==> config.mk <==
export PLATFORM = sky130hd
export DESIGN_NAME = pc_sequencer
export DESIGN_NICKNAME = d
export VERILOG_FILES = /design/src/rtl/pc_sequencer_pkg.sv /design/src/rtl/pc_sequencer_ras.sv /design/src/rtl/pc_sequencer.sv
export SDC_FILE = /design/constraint.sdc
export NUM_CORES = 1
export LEC_CHECK = 0
export ABC_AREA = 1
export CELL_PAD_IN_SITES_DETAIL_PLACEMENT = 0
export CELL_PAD_IN_SITES_GLOBAL_PLACEMENT = 1
export CORE_MARGIN = 4
export CORE_UTILIZATION = 41
export DETAILED_ROUTE_END_ITERATION = 8
export GPL_TIMING_DRIVEN = 1
export PLACE_DENSITY_LB_ADDON = 0.1
export SKIP_LAST_GASP = 1
export SLEW_MARGIN = 20
export SYNTH_ARGS = -nofsm -noshare
export SYNTH_HDL_FRONTEND = slang
export SYNTH_SLANG_ARGS = --single-unit
==> constraint.sdc <==
create_clock -name clk -period 3.6 [get_ports clk]
set_clock_uncertainty 0.2 [all_clocks]
set_input_delay 0.72 -clock clk [delete_from_list [all_inputs] [get_ports clk]]
set_output_delay 0.72 -clock clk [all_outputs]
set_load 0.01 [all_outputs]
==> src/rtl/pc_sequencer_pkg.sv <==
// Shared types and defaults for the fetch-stage PC sequencer.
// Contents: the pc_sel encoding and the default width, vectors, step and RAS depth.
// Optional feature macro PC_ALIGN_CHECK_EN is consumed by pc_sequencer, not here.
package pc_sequencer_pkg;

    typedef enum logic [2:0] {
        PC_INC    = 3'b000,
        PC_BRANCH = 3'b001,
        PC_JUMP   = 3'b010,
        PC_HOLD   = 3'b011,
        PC_CALL   = 3'b100,
        PC_RET    = 3'b101,
        PC_ERET   = 3'b110,
        PC_RSVD   = 3'b111
    } pc_sel_e;

    localparam int unsigned PC_XLEN_DEF         = 32;
    localparam int unsigned PC_INC_STEP_DEF     = 4;
    localparam int unsigned PC_RAS_DEPTH_DEF    = 4;
    localparam logic [31:0] PC_RESET_VECTOR_DEF = 32'h0000_0000;
    localparam logic [31:0] PC_TRAP_VECTOR_DEF  = 32'h0000_0100;

    // Selects whose next PC comes from an explicit target rather than pc+step / pc.
    function automatic logic is_redirect(input pc_sel_e sel);
        return (sel == PC_BRANCH) || (sel == PC_JUMP) || (sel == PC_CALL) ||
               (sel == PC_RET) || (sel == PC_ERET);
    endfunction

endpackage

==> src/rtl/pc_sequencer_ras.sv <==
// Circular return-address stack, DEPTH x XLEN; a push onto a full stack drops the oldest entry.
// Ports: push_i/pop_i (mutually exclusive), push_dat_i in; top_o, count_o, empty_o, and
// registered one-cycle overflow_o/underflow_o pulses out. Latency: one cycle, no backpressure.
module pc_sequencer_ras
    import pc_sequencer_pkg::*;
#(
    parameter int unsigned XLEN  = PC_XLEN_DEF,
    parameter int unsigned DEPTH = PC_RAS_DEPTH_DEF
) (
    input  logic                           clk,
    input  logic                           rst,
    input  logic                           push_i,
    input  logic                           pop_i,
    input  logic [XLEN-1:0]                push_dat_i,
    output logic [XLEN-1:0]                top_o,
    output logic [$clog2(DEPTH+1)-1:0]     count_o,
    output logic                           empty_o,
    output logic                           overflow_o,
    output logic                           underflow_o
);
    localparam int unsigned PTR_W = $clog2(DEPTH);
    localparam int unsigned CNT_W = $clog2(DEPTH+1);

    logic [XLEN-1:0]  mem_q [DEPTH];
    logic [PTR_W-1:0] ptr_q;        // next write slot; top lives at ptr_q-1
    logic [CNT_W-1:0] cnt_q;
    logic             ovf_q;
    logic             unf_q;
    logic             full;

    assign full        = (cnt_q == CNT_W'(DEPTH));
    assign empty_o     = (cnt_q == '0);
    assign top_o       = mem_q[ptr_q - PTR_W'(1)];
    assign count_o     = cnt_q;
    assign overflow_o  = ovf_q;
    assign underflow_o = unf_q;

    always_ff @(posedge clk or posedge rst) begin
        if (rst) begin
            ptr_q <= '0;
            cnt_q <= '0;
            ovf_q <= 1'b0;
            unf_q <= 1'b0;
        end else begin
            ovf_q <= push_i && full;
            unf_q <= pop_i && empty_o;
            if (push_i) begin
                // Power-of-two depth: the pointer wraps naturally onto the oldest slot.
                ptr_q <= ptr_q + PTR_W'(1);
                if (!full) cnt_q <= cnt_q + CNT_W'(1);
            end else if (pop_i && !empty_o) begin
                ptr_q <= ptr_q - PTR_W'(1);
                cnt_q <= cnt_q - CNT_W'(1);
            end
        end
    end

    // Contents are don't-care after reset, so the array carries no reset.
    always_ff @(posedge clk) begin
        if (push_i) mem_q[ptr_q] <= push_dat_i;
    end

endmodule

==> src/rtl/pc_sequencer.sv <==
// Fetch-stage PC sequencer: next-PC mux, trap entry/ERET with saved EPC, call/return stack.
// Ports: clk/reset, stall, pc_sel, branch_addr, jump_addr, trap_req in; pc_out, epc, in_trap,
// ras_count, ras_overflow/underflow, misalign out (all registered). Macro: PC_ALIGN_CHECK_EN.
module pc_sequencer
    import pc_sequencer_pkg::*;
#(
    parameter int unsigned     XLEN         = PC_XLEN_DEF,
    parameter logic [XLEN-1:0] RESET_VECTOR = XLEN'(PC_RESET_VECTOR_DEF),
    parameter logic [XLEN-1:0] TRAP_VECTOR  = XLEN'(PC_TRAP_VECTOR_DEF),
    parameter int unsigned     INC_STEP     = PC_INC_STEP_DEF,
    parameter int unsigned     RAS_DEPTH    = PC_RAS_DEPTH_DEF
) (
    input  logic                           clk,
    input  logic                           reset,
    input  logic                           stall,
    input  logic [2:0]                     pc_sel,
    input  logic [XLEN-1:0]                branch_addr,
    input  logic [XLEN-1:0]                jump_addr,
    input  logic                           trap_req,
    output logic [XLEN-1:0]                pc_out,
    output logic [XLEN-1:0]                epc,
    output logic                           in_trap,
    output logic [$clog2(RAS_DEPTH+1)-1:0] ras_count,
    output logic                           ras_overflow,
    output logic                           ras_underflow,
    output logic                           misalign
);
`ifdef PC_ALIGN_CHECK_EN
    localparam bit ALIGN_EN = 1'b1;
`else
    localparam bit ALIGN_EN = 1'b0;
`endif

    logic [XLEN-1:0] pc_q, pc_d, epc_q, epc_d;
    logic            in_trap_q, in_trap_d, misalign_q, misalign_d;
    logic [XLEN-1:0] pc_inc, target, ras_top;
    logic            ras_empty, sel_push, sel_pop, ras_push, ras_pop, misalign_hit;
    pc_sel_e         sel;

    pc_sequencer_ras #(.XLEN(XLEN), .DEPTH(RAS_DEPTH)) u_ras (
        .clk         (clk),
        .rst         (reset),
        .push_i      (ras_push),
        .pop_i       (ras_pop),
        .push_dat_i  (pc_inc),
        .top_o       (ras_top),
        .count_o     (ras_count),
        .empty_o     (ras_empty),
        .overflow_o  (ras_overflow),
        .underflow_o (ras_underflow)
    );

    always_comb begin
        sel      = pc_sel_e'(pc_sel);
        pc_inc   = pc_q + XLEN'(INC_STEP);   // wraps modulo 2^XLEN
        target   = pc_inc;
        sel_push = 1'b0;
        sel_pop  = 1'b0;
        case (sel)
            PC_BRANCH: target = branch_addr;
            PC_JUMP:   target = jump_addr;
            PC_HOLD:   target = pc_q;
            PC_CALL: begin
                target   = jump_addr;
                sel_push = 1'b1;
            end
            PC_RET: begin
                // Empty stack falls back to the jump target supplied by control.
                target  = ras_empty ? jump_addr : ras_top;
                sel_pop = 1'b1;
            end
            PC_ERET:   target = epc_q;
            default:   target = pc_inc;
        endcase

        misalign_hit = ALIGN_EN && is_redirect(sel) && (target[1:0] != 2'b00);

        pc_d       = pc_q;
        epc_d      = epc_q;
        in_trap_d  = in_trap_q;
        misalign_d = 1'b0;
        ras_push   = 1'b0;
        ras_pop    = 1'b0;
        if (trap_req) begin
            epc_d     = pc_q;
            pc_d      = TRAP_VECTOR;
            in_trap_d = 1'b1;
        end else if (!stall) begin
            if (misalign_hit) begin
                // Misaligned target becomes a trap; the stack is left untouched.
                epc_d      = pc_q;
                pc_d       = TRAP_VECTOR;
                in_trap_d  = 1'b1;
                misalign_d = 1'b1;
            end else begin
                pc_d     = target;
                ras_push = sel_push;
                ras_pop  = sel_pop;
                if (sel == PC_ERET) in_trap_d = 1'b0;
            end
        end
    end

    always_ff @(posedge clk or posedge reset) begin
        if (reset) begin
            pc_q       <= RESET_VECTOR;
            epc_q      <= '0;
            in_trap_q  <= 1'b0;
            misalign_q <= 1'b0;
        end else begin
            pc_q       <= pc_d;
            epc_q      <= epc_d;
            in_trap_q  <= in_trap_d;
            misalign_q <= misalign_d;
        end
    end

    assign pc_out   = pc_q;
    assign epc      = epc_q;
    assign in_trap  = in_trap_q;
    assign misalign = misalign_q;

endmodule
== Word-level counts from Yosys, hierarchy flattened ==
Memory sizes are Yosys's and may differ from the RTL's.
Index checks and enable logic that the tools add are counted.
Word-level totals
  flip-flop bits (word level): 72
  memories kept: 1
  output and inout bits: 71
  input bits: 71
  RAM bits: 128
  bits in latches: 0
  memory bits (read-only): 0
  word-level logic and storage cells: 54
Cells by class
  eq/ne operators: 10
  order comparisons: 0
  multiply operators: 0
  shifts and indexed selects: 0
  add/sub/neg operators: 5
  div/mod/pow operators: 0
  bitwise operators: 0
  mux-type cells: 20
  reduce and logical (&&, ||, !) cells: 11
Memories
  u_ras.mem_q: words 4, bits a word 32, rd ports 1, clocked after memory_dff 0, write ports 1, RTL line pc_sequencer_ras.sv:24  | logic [XLEN-1:0] mem_q [DEPTH];
Operator list (count)
  $pmux 32 s5: 1
  $mux 32: 3
  $add 32x3->32 const B: 1
  $eq 3x3->1 const B: 4
  $mux 1: 11
  $mux 3: 3
  $eq 3x2->1 const B: 2
  $reduce_and 2->1: 3
  $mux 2: 2
  $ne 2x2->1 const B: 2
  $reduce_bool 2->1: 2
  $add 3x1->3 const B: 1
  $eq 3x1->1 const B: 1
  $logic_and 1x1->1: 3
  $logic_not 3->1: 1
  $sub 3x1->3 const B: 1
  $add 2x1->2 const B: 1
  $ne 2x1->1 const B: 1
  $reduce_or 2->1: 1
  $sub 2x1->2 const B: 1
  $logic_not 1->1: 1

== Longest topological paths before layout ==
  depth in word-level cells: 7
  depth in mapped cells: 13
  gate-level depth less buffers: 11

== Cells and area by module ==
A second synthesis with hierarchy kept.
Unflattened totals
  cells, all modules: 1163
  area, all modules: 10242.3 um^2
By module, submodules not included
  pc_sequencer_ras: area each 5495.3 um^2, cells each 372, instances 1, sequential area each 4018.9 um^2
  pc_sequencer: area each 4747.1 um^2, cells each 791, instances 1, sequential area each 1626.6 um^2

== Worst setup path before layout ==
No wires, ideal clock.
  kind: input port to flip-flop
  start point: in trap_req
  end point: mem u_ras.mem_q[0][0] in the netlist's numbering, enable pin
  setup slack: 0.380 ns
  buffers on the path: 1
  arrival: 2.599 ns
  library setup time: 0.421 ns
  cell stages on the path: 4
  cell sequence: buf_4 -> nor2_8 -> nand4_4 -> nor2_1
Between the ends
  longest elaborated chain between the ends: 3
Ends and longest elaborated chain
  from (decl): RTL line pc_sequencer.sv:19  | input logic trap_req,
  $mux 1: RTL line pc_sequencer.sv:84  | if (trap_req) begin
  $mux 1: RTL line pc_sequencer_ras.sv:60  | if (push_i) mem_q[ptr_q] <= push_dat_i;
  $mux 1 (implied by the code): RTL line pc_sequencer_ras.sv:60
  to (decl): RTL line pc_sequencer_ras.sv:24
No other way between the ends.

== Worst setup path after layout ==
  start point: in pc_sel[1]
  end point: reg pc_q[10], in the netlist pc_out[10]
Between the ends
  longest elaborated chain between the ends: 5
Ends and longest elaborated chain
  from (decl): RTL line pc_sequencer.sv:16  | input logic [2:0] pc_sel,
  $eq 3x3->1 or $eq 3x2->1 (tied branches): RTL line pc_sequencer.sv:59  | case (sel)
  $reduce_or 2->1 (no source line)
  $pmux 32 s5: RTL line pc_sequencer.sv:59
  $mux 32: RTL line pc_sequencer.sv:88  | end else if (!stall) begin
  $mux 32: RTL line pc_sequencer.sv:84
  to (signal assigned): RTL line pc_sequencer.sv:111  | pc_q <= pc_d;
  to (decl): RTL line pc_sequencer.sv:34  | logic [XLEN-1:0] pc_q, pc_d, epc_q, epc_d;
Parallel ways exist; a longest one is shown, timed or not. The select of a mux whose other input is x is not followed.
A chain may end at the register's enable or synchronous reset.

==> out/qor.yml <==
outcome: "complete, no violations"
yosysSeqAreaShare_pct: 52.41
postCtsHoldBufs: 0
cp_top_family: "buffers and inverters"
max_freq_mhz: 375.2
r2r_start: "u_ras.ptr_q[0]"
areaGrowthSynthToFinish_pct: 21.98
postCtsResizedCells: 0
max-vdd-ir-drop_mv: 0.5582
grt_pass1_wl_um: 51600
max_stage_delay_ns: 0.62
synth.distinct_cells: 40
yosys_register_bits: 200
grt_antenna_before_repair: 0
remaining_drc_errors: 0
clock-sinks: 200
io_buffers: 140
finalHoldViolCount: 0
finalMaxSlewViolations: 0
grt_max_degree: 65
yosys_warnings: 0
rsz0062_at_grt: "false"
synth_top_cell_area_share_pct: 35.68
ys_top_cells_by_count: "nand2_1 (421), nor2_1 (164), nand3_1 (151)"
dpl_cell_area_mm2: 0.01250
grt_usage_pct: 23.60
power_density_mw_per_mm2: 569.2
setup_viol: 0
period_minus_slack_ns: 2.665
antenna_cells: 0
root_buffer: "clkbuf_16"
wirelength_um: 33880
die_w_um: 170.1
setup_ws_ns: 0.9350
synth_edf_count: 128
worst_ep_arrival_time_ns: 2.79
drv_cap: 0
syn_inst: 1350
layout.cells.non_filler: 1818
dp.cells: 1786
ff2ff_setup_slack_ns: 1.03
clock_latency_ns: 0.44
rows: 59
worstSetupEndpointType: "flop"
cts_tree: "done"
overflow: 0
die-area_mm2: 0.02893
nets: 1547
total_leakage_power_nw: 5.684
worst-path-buf-inv: 3
final_cell_area_mm2: 0.01314
htreeDepth: 4
drt-vias-per-instance: 5.062
crit_path_start: "pc_sel[1]"
cpMaxStageDelayCell: "clkdlybuf4s50_1"
cts_inserted_buffers: 17
clockBufferDepth: 2
crit_required_ns: 3.73
synth-async-reset-ratio_pct: 36.00
hold_class: "flop to flop"
crit_path_start_kind: "input pin"
drive_gt1_share_pct: 6.541
gp_congestion: 0.8961
ys.flop_type: "edfxtp_1"
synth.top_cells.by_area: "edfxtp_1 (36%), dfrtp_1 (17%), nand2_1 (15%), nand3_1 (7.0%), nor2_1 (5.7%)"
dr_total_vias: 9203
core_mm2: 0.02598
max-slew-margin-rel_pct: 56.89
cpMostUsedCell: "nand2_1"
place_ws_ns: 0.4986
path_clk_slew_ns: 0.09
synth_nets: 1427
hp-start: "epc[3]"
io_pins: 142
synth_top_area_cell: "edfxtp_1"
yosysMostFrequentCell: "nand2_1"
cp_cell_sequence: "clkdlybuf4s50_1, inv_6, nand2_1, nand3_4, buf_4, nand3_1, a21oi_1, nand2_1, nand2_1, nand2_1"
finalPower_mw: 7.478
die_h_um: 170.1
path_class: "input pin to flop"
cts_setup_buffers: 0
start_util_pct: 41.45
synth_area_mm2: 0.01077
ant_nets: 0
detail_route.first_pass.iterations: 8
grt_pass1_vias: 8561
fin_tns_setup_ns: 0
dr.first_iter.drc_count: 761
crit_fanout: 23
dp_hpwl_um: 24850
finalCritPeriodShare_pct: 74.03
wl_per_cell_um: 18.63
worstMarginPinSlew_ns: 0.6466
avgSynthCellArea_um2: 7.979
[worst min-delay path: stages, from the launching register on]
cell	delay, ns
dfrtp_1	0.37
nand2_1	0.06
nand2_1	0.05
[path summary, 6_finish.rpt]
kind	to	cells past startpoint
worst max-delay path	pc_out[10]	10
worst min-delay path	epc[3]	2
worst max register to register	pc_out[7]	11
worst min register to register	epc[3]	2
max in group asynchronous	pc_out[30]	3
min in group asynchronous	epc[21]	2
[state kept, by name, summed over array words and instances, names as in the netlist]
signal	count
in_trap	1
epc	32
pc_out	32
u_ras.underflow_o	1
u_ras.mem_q	128
u_ras.ptr_q	2
u_ras.count_o	3
u_ras.overflow_o	1
[layout by cell type, fill, tap and decap left out, drive strengths merged]
cell / n
o21bai: 6
nand2: 430
ha: 5
xnor2: 3
fa: 1
buf: 25
nand4: 27
or2: 1
clkbuf: 17
o21ai: 91
clkinvlp: 1
edfxtp: 128
clkinv: 14
inv: 164
nor3: 2
conb: 1
dfrtp: 72
clkdlybuf4s50: 140
nand3b: 1
xor2: 4
a21oi: 24
nand3: 153
and2: 1
nor2: 172
[layer usage]
| metal | global-route usage [%] | wire length (um) | share of wire, % |
|---|---|---|---|
| met1 | 37.16 | 16550 | 49 |
| met2 | 34.41 | 14700 | 43 |
| met3 | 3.066 | 2023 | 6.0 |
| met4 | 5.903 | 606 | 1.8 |
| met5 | 0 | 0 | 0 |
[cell families after synthesis]
| family | Yosys count | share of synthesized area (%) |
|---|---|---|
| flip-flops | 200 | 52.41 |
| adder cells (fa/ha/maj) | 6 | 0.7666 |
| buffers and inverters | 228 | 9.130 |
| AO/OA/AOI/OAI | 121 | 5.866 |
| other | 1 | 0.03481 |
| XOR/XNOR | 7 | 0.5692 |
| AND/OR/NAND/NOR | 787 | 31.22 |
[report_power, final]
group,switching (mW),leakage (nW),total (mW),internal [mW]
Sequential,0.186,2.13,2.77,2.58
Combinational,1.78,3.25,2.65,0.866
Clock,1.07,0.305,2.06,0.986
Total,3.04,5.68,7.48,4.44
[through the flow]
| stage | hold slack (ns) | util [%] |
|---|---|---|
| after floorplan | 0.3180 | - |
| after global placement | 0.2914 | 48.10 |
| after detailed placement | 0.2887 | 48.10 |
| after CTS | 0.3090 | 50.56 |
| after global routing | 0.3509 | 50.56 |
| final | 0.3082 | 50.56 |
[final cells by class]
type	instances	area, um^2
fillers	2511	12850
well taps	335	419.2
multi-input cells	922	4153
flip-flops and latches	200	5647
repair buffers	165	1652
inverters	164	629.4
clock inverters	15	214.0
clock buffers	17	425.4
(Power assumes the default switching activity.)
